### src/rtl/crc_pkg.sv
// Shared defaults and result record for the CRC result collector.
package crc_pkg;

  localparam int unsigned CRC_WIDTH = 8;
  localparam int unsigned CRC_ID_W  = 4;
  localparam logic [CRC_WIDTH-1:0] CRC_POLYNOM = 8'h31;

  typedef struct packed {
    logic [CRC_WIDTH-1:0] crc;
    logic [CRC_ID_W-1:0]  id;
  } crc_result_t;

endpackage

### src/rtl/crc_result_fifo.sv
// Result FIFO with same-cycle push/pop at full and a drop indication on overflow.
module crc_result_fifo #(
  parameter int unsigned P_DEPTH = 4,
  parameter type         T       = logic
) (
  input  logic                       clk_i,
  input  logic                       rst_i,
  input  logic                       push_i,
  input  T                           push_data_i,
  input  logic                       pop_i,
  output logic                       valid_o,
  output T                           data_o,
  output logic [$clog2(P_DEPTH):0]   count_o,
  output logic                       drop_o
);

  localparam int unsigned Aw = $clog2(P_DEPTH);

  T           mem [P_DEPTH];
  logic [Aw:0] wptr_q, wptr_d;
  logic [Aw:0] rptr_q, rptr_d;
  logic        empty, full, pop_ok, push_ok;

  always_comb begin
    empty   = (wptr_q == rptr_q);
    // Extra MSB separates full from empty when the low bits match.
    full    = (wptr_q[Aw] != rptr_q[Aw]) && (wptr_q[Aw-1:0] == rptr_q[Aw-1:0]);
    pop_ok  = pop_i & ~empty;
    push_ok = push_i & (~full | pop_ok);
    drop_o  = push_i & full & ~pop_ok;
    wptr_d  = push_ok ? wptr_q + (Aw+1)'(1) : wptr_q;
    rptr_d  = pop_ok ? rptr_q + (Aw+1)'(1) : rptr_q;
    valid_o = ~empty;
    count_o = wptr_q - rptr_q;
    data_o  = empty ? T'('0) : mem[rptr_q[Aw-1:0]];
  end

  always_ff @(posedge clk_i or posedge rst_i) begin
    if (rst_i) begin
      wptr_q <= '0;
      rptr_q <= '0;
    end else begin
      wptr_q <= wptr_d;
      rptr_q <= rptr_d;
    end
  end

  always_ff @(posedge clk_i) begin
    if (push_ok) begin
      mem[wptr_q[Aw-1:0]] <= push_data_i;
    end
  end

endmodule

### src/rtl/crc_result_collector.sv
// Tracks message tags through the CRC pipeline, finalises the CRC and buffers
// results behind a credit scheme sized to the result FIFO.
module crc_result_collector
  import crc_pkg::*;
#(
  parameter int unsigned          P_WIDTH   = CRC_WIDTH,
  parameter logic [P_WIDTH-1:0]   P_POLYNOM = P_WIDTH'(CRC_POLYNOM),
  parameter logic [P_WIDTH-1:0]   P_XOR_OUT = '0,
  parameter int unsigned          P_LATENCY = 32,
  parameter int unsigned          P_DEPTH   = 4,
  parameter int unsigned          P_ID_W    = CRC_ID_W
) (
  input  logic               clk,
  input  logic               rst,
  input  logic               msg_end,
  input  logic [P_ID_W-1:0]  msg_id,
  output logic               in_ready,
  input  logic [P_WIDTH-1:0] stage_data,
  input  logic               stage_sign,
  output logic               out_valid,
  input  logic               out_ready,
  output logic [P_WIDTH-1:0] out_crc,
  output logic [P_ID_W-1:0]  out_id,
  output logic               overflow
);

  localparam int unsigned CntW = $clog2(P_DEPTH) + 1;

  typedef struct packed {
    logic [P_WIDTH-1:0] crc;
    logic [P_ID_W-1:0]  id;
  } result_t;

  logic                 accept, emerge, pop, fifo_drop;
  logic [P_LATENCY-1:0] tag_vld_q, tag_vld_d;
  logic [P_ID_W-1:0]    tag_id_q [P_LATENCY];
  logic [P_ID_W-1:0]    tag_id_d [P_LATENCY];
  logic [CntW-1:0]      inflight_q, inflight_d;
  logic [CntW-1:0]      fifo_count;
  logic [CntW:0]        credit_used;
  logic                 overflow_q, overflow_d;
  result_t              push_data, head;

  assign accept = msg_end & in_ready;
  assign emerge = tag_vld_q[P_LATENCY-1];
  assign pop    = out_valid & out_ready;

  always_comb begin
    tag_vld_d    = tag_vld_q;
    tag_id_d     = tag_id_q;
    tag_vld_d[0] = accept;
    tag_id_d[0]  = msg_id;
    for (int i = 1; i < P_LATENCY; i++) begin
      tag_vld_d[i] = tag_vld_q[i-1];
      tag_id_d[i]  = tag_id_q[i-1];
    end
  end

  always_comb begin
    inflight_d = inflight_q;
    case ({accept, emerge})
      2'b10:   inflight_d = inflight_q + CntW'(1);
      2'b01:   inflight_d = inflight_q - CntW'(1);
      default: inflight_d = inflight_q;
    endcase
    // Credits cover both tags still in the pipe and results already buffered.
    credit_used = (CntW+1)'(inflight_q) + (CntW+1)'(fifo_count);
    in_ready    = credit_used < (CntW+1)'(P_DEPTH);
    overflow_d  = overflow_q | fifo_drop;
  end

  always_comb begin
    push_data.crc = (stage_sign ? (stage_data ^ P_POLYNOM) : stage_data) ^ P_XOR_OUT;
    push_data.id  = tag_id_q[P_LATENCY-1];
  end

  always_ff @(posedge clk or posedge rst) begin
    if (rst) begin
      tag_vld_q  <= '0;
      tag_id_q   <= '{default: '0};
      inflight_q <= '0;
      overflow_q <= 1'b0;
    end else begin
      tag_vld_q  <= tag_vld_d;
      tag_id_q   <= tag_id_d;
      inflight_q <= inflight_d;
      overflow_q <= overflow_d;
    end
  end

  crc_result_fifo #(
    .P_DEPTH (P_DEPTH),
    .T       (result_t)
  ) u_fifo (
    .clk_i       (clk),
    .rst_i       (rst),
    .push_i      (emerge),
    .push_data_i (push_data),
    .pop_i       (pop),
    .valid_o     (out_valid),
    .data_o      (head),
    .count_o     (fifo_count),
    .drop_o      (fifo_drop)
  );

  assign out_crc  = head.crc;
  assign out_id   = head.id;
  assign overflow = overflow_q;

endmodule

### config.mk
export PLATFORM = sky130hd
export DESIGN_NAME = crc_result_collector
export DESIGN_NICKNAME = d
export VERILOG_FILES = /design/src/rtl/crc_pkg.sv /design/src/rtl/crc_result_fifo.sv /design/src/rtl/crc_result_collector.sv
export SDC_FILE = /design/constraint.sdc
export NUM_CORES = 1
export LEC_CHECK = 0
export ABC_CLOCK_PERIOD_IN_PS = 6900
export BUFFER_PORTS_ARGS = -buffer_cell sky130_fd_sc_hd__buf_2
export CORE_MARGIN = 5
export CORE_UTILIZATION = 62
export CTS_BUF_LIST = sky130_fd_sc_hd__clkbuf_4
export DETAILED_ROUTE_END_ITERATION = 12
export GPL_ROUTABILITY_DRIVEN = 0
export PLACE_DENSITY = 0.8
export SLEW_MARGIN = 5
export SYNTH_ARGS = -nofsm -noshare
export SYNTH_HDL_FRONTEND = slang
export SYNTH_SLANG_ARGS = --single-unit
### constraint.sdc
create_clock -name clk -period 6.9 [get_ports clk]
set_input_delay 0.345 -clock clk [delete_from_list [all_inputs] [get_ports clk]]
set_output_delay 0.345 -clock clk [all_outputs]
set_load 0.03 [all_outputs]
==> results by group <==
Setup path
  • CP bufs+invs: 2
  • Worst path max stage delay: 910 ps
  • CP Capture Type: output pin
  • WP data required: 6550 ps
  • Crit Path Category: reg2out
  • Worst path arrival time: 3410 ps
  • Crit Path Max Fanout: 15
  • Family with the most delay on the worst path: adder cells
  • CP max stage cell: dfrtp_1
  • Most common cell on crit path: ha_1
  • Critical path, cell by cell: ha_1 -> inv_1 -> fa_1 -> xor2_1 -> ha_1 -> nor4_1 -> buf_2
  • Startpoint Class: flip-flop

Status
  • Outcome: finished, final reports clean

STA
  • Max Slew Vio Count: 0
  • Fmax achieved: 266 MHz
  • Final Setup Violations: 0
  • Min Tclk post-route: 3760 ps
  • Worst Tran Pin Value: 1090 ps
  • Setup TNS after final layout: 0 ps
  • Hold Vio Cnt, Final: 0
  • Setup repair after global routing missed its margin: false
  • Relative slew slack: 0.271
  • Clock Skew: 15.0 ps
  • Final period util: 0.545

Run
  • Max cap viols: 0

CTS
  • Clock latency at the later pin of the worst-skew pair: 560 ps
  • CTS tree: done
  • Clock tree root driver cell: clkbuf_4
  • Clock slew at reported path FFs: 60 ps
  • Setup repair bufs after CTS: 0
  • Hold Buf Count CTS: 11
  • Clock buffer depth: 3
  • Total clock buffers created by CTS: 49
  • Clock sinks: 218
  • PostCTS Resize Cnt: 0
  • H-Tree Depth: 2

Routing
  • WL final: 8900 um
  • Remaining antenna violation count after routing: 0
  • DR WL/cell: 15.5 um
  • Routed vias/inst: 4.77
  • Drc violations: 0
  • Initial drt markers: 120
  • TritonRoute pass-1 iters: 4
  • Vias: 2,743

Pwr
  • Leakage: 3.43 nW
  • Max rail drop VDD: 263 uV
  • Total power: 3.25 mW
  • Power density over cell area: 426 mW/mm^2

Global route
  • First-pass GRT wire length: 15,300 um
  • Overflow after GRT: 0
  • Largest net degree at the start of global routing: 97
  • Initial antenna violation count: 0
  • GR Util All Layers: 0.154
  • Vias in the first global route: 3,133

Final layout
  • Number of antenna diodes: 0
  • Area of the multi-input gates: 790 um^2
  • # fillers: 607
  • Sequential Area: 0.00570 mm^2
  • Fraction of layout cells with a size suffix above 1: 0.303
  • Area Growth Syn to Fin: 16.5%
  • Nets@finish: 427
  • Fin util: 0.739
  • Post-route cell area: 0.00763 mm^2

Floorplanning
  • DIE WIDTH: 113 um
  • Die Area: 0.0127 mm^2
  • Chip height: 113 um
  • Core area: 0.0103 mm^2
  • Ports: 32
  • Row Count: 37
  • Initial cell density of the core: 0.634

Synth
  • Post-synth EDFFs: 48
  • Post-synth top flop: dfrtp_1
  • Synth warn: 0
  • Post-Synth Adder-Cell Area: 0.0252
  • Syn_nets: 336
  • Combinational family with the most area after synthesis: multiplexers
  • Mux contribution to synthesized area: 0.0485
  • Yosys top cell by area: dfrtp_1
  • Post-Syn Area: 0.00655 mm^2
  • Synth Area in Simple Gates: 0.0268
  • #FFs+latches synth: 218
  • Top post-synthesis cells by area: dfrtp_1 (65%), edfxtp_1 (22%), mux4_2 (4.1%)
  • Top cell type's share of synthesized area: 0.650
  • Number of distinct library cells after synthesis: 27
  • Synth top cells by count: dfrtp_1 (170), edfxtp_1 (48), mux4_2 (12), nor2b_1 (12), inv_1 (11)
  • Ys async rst share: 0.780
  • Compound-Gate Fraction of Synth Area: 0.00554
  • Avg Synthesized Cell Area: 21.3 um^2
  • XOR/XNOR Fraction of Synth Area: 0.0145
  • Synth Instances: 307
  • Most frequent cell after synthesis: dfrtp_1
  • Sequential area share after synthesis: 0.870

Placed design
  • Dpl hpwl: 4890 um
  • Placed cell areas: 0.00686 mm^2
  • Port-buffer cells: 31

Hold path
  • Tightest Hold Check Type: in2reg
flip-flops by register name, indices dropped and copies added (netlist names):
register	flops
tag_id_d	124
u_fifo.mem	48
push_data	4
inflight_q	3
overflow	1
u_fifo.rptr_q	3
tag_vld_q	32
u_fifo.wptr_q	3
cells in the final DEF, fill, tap and decap left out, types with 2 or more instances in the layout:
| cell type | netlist | layout |
|---|---|---|
| clkinv_1 | 0 | 8 |
| edfxtp_1 | 48 | 48 |
| xnor2_1 | 3 | 3 |
| ha_1 | 10 | 10 |
| xor2_1 | 6 | 6 |
| clkbuf_4 | 0 | 83 |
| inv_1 | 11 | 10 |
| nand2_1 | 7 | 7 |
| nor2b_1 | 12 | 12 |
| nor2_1 | 2 | 2 |
| and3_1 | 5 | 5 |
| mux2_2 | 2 | 2 |
| buf_2 | 2 | 31 |
| dfrtp_1 | 170 | 170 |
| dlygate4sd3_1 | 0 | 11 |
| mux4_2 | 12 | 12 |
| o21ai_0 | 3 | 3 |
| fa_1 | 2 | 2 |
worst paths after layout:
path,to,cells after the start,start,slack (ps)
max,in_ready,7,u_fifo.rptr_q[0]$_DFFE_PP0P_,3140
min,u_fifo.rptr_q[2]$_DFFE_PP0P_,3,out_ready,110
max reg2reg,inflight_q[1]$_DFFE_PP0P_,11,u_fifo.rptr_q[0]$_DFFE_PP0P_,3250
min reg2reg,tag_id_d[43]$_DFF_PP0_,0,tag_id_d[47]$_DFF_PP0_,340
max in group asynchronous,tag_id_d[51]$_DFF_PP0_,4,rst,4940
min in group asynchronous,tag_id_d[118]$_DFF_PP0_,3,rst,440
metrics by stage:
step / worst slack [ps] / hold WS (ps) / instances
floorplan: 1950 / 331 / 307
global placement: 3400 / 335 / 472
detailed placement: 3230 / 335 / 472
CTS: 3080 / 64.3 / 575
global route: 2790 / 77.6 / 575
finish: 3140 / 105 / 575
power breakdown:
part	internal (mW)	switching (mW)
registers	1.47	0.106
logic	0.278	0.416
clock network	0.541	0.437
total	2.29	0.959
layout make-up:
type / instances / share of cell area
clock buffer: 83 / 0.0817
clock inverter: 9 / 0.00443
inverter: 11 / 0.00607
multi-input combinational: 75 / 0.103
sequential: 218 / 0.746
tap: 136 / 0.0223
timing repair buffer: 43 / 0.0357
layer usage:
| layer | wire length [um] | GRT usage | part of all wire |
|---|---|---|---|
| met5 | 0 | 0 | 0 |
| met4 | 134 | 0.0641 | 0.015 |
| met3 | 354 | 0.0433 | 0.040 |
| met2 | 4620 | 0.250 | 0.52 |
| met1 | 3800 | 0.199 | 0.43 |
cell families (layout without fill, tap and decap cells):
logic type | after synthesis | count (layout)
AOI/OAI and AO/OA | 6 | 6
xor gates and xnor gates | 10 | 10
adders and majority gates | 12 | 12
buffers and inverters | 14 | 146
DFF | 218 | 218
muxes | 16 | 16
and+or+nand+nor | 31 | 31
worst register-to-register path, stage by stage, from the launching register on:
cell	delay (ps)
dfrtp_1	910
ha_1	290
inv_1	50
fa_1	380
xor2_1	180
ha_1	280
nor4_1	470
nand2_1	130
ha_1	240
inv_1	70
fa_1	400
o21ai_0	170
Note: power is estimated with default switching activity, not from simulation.
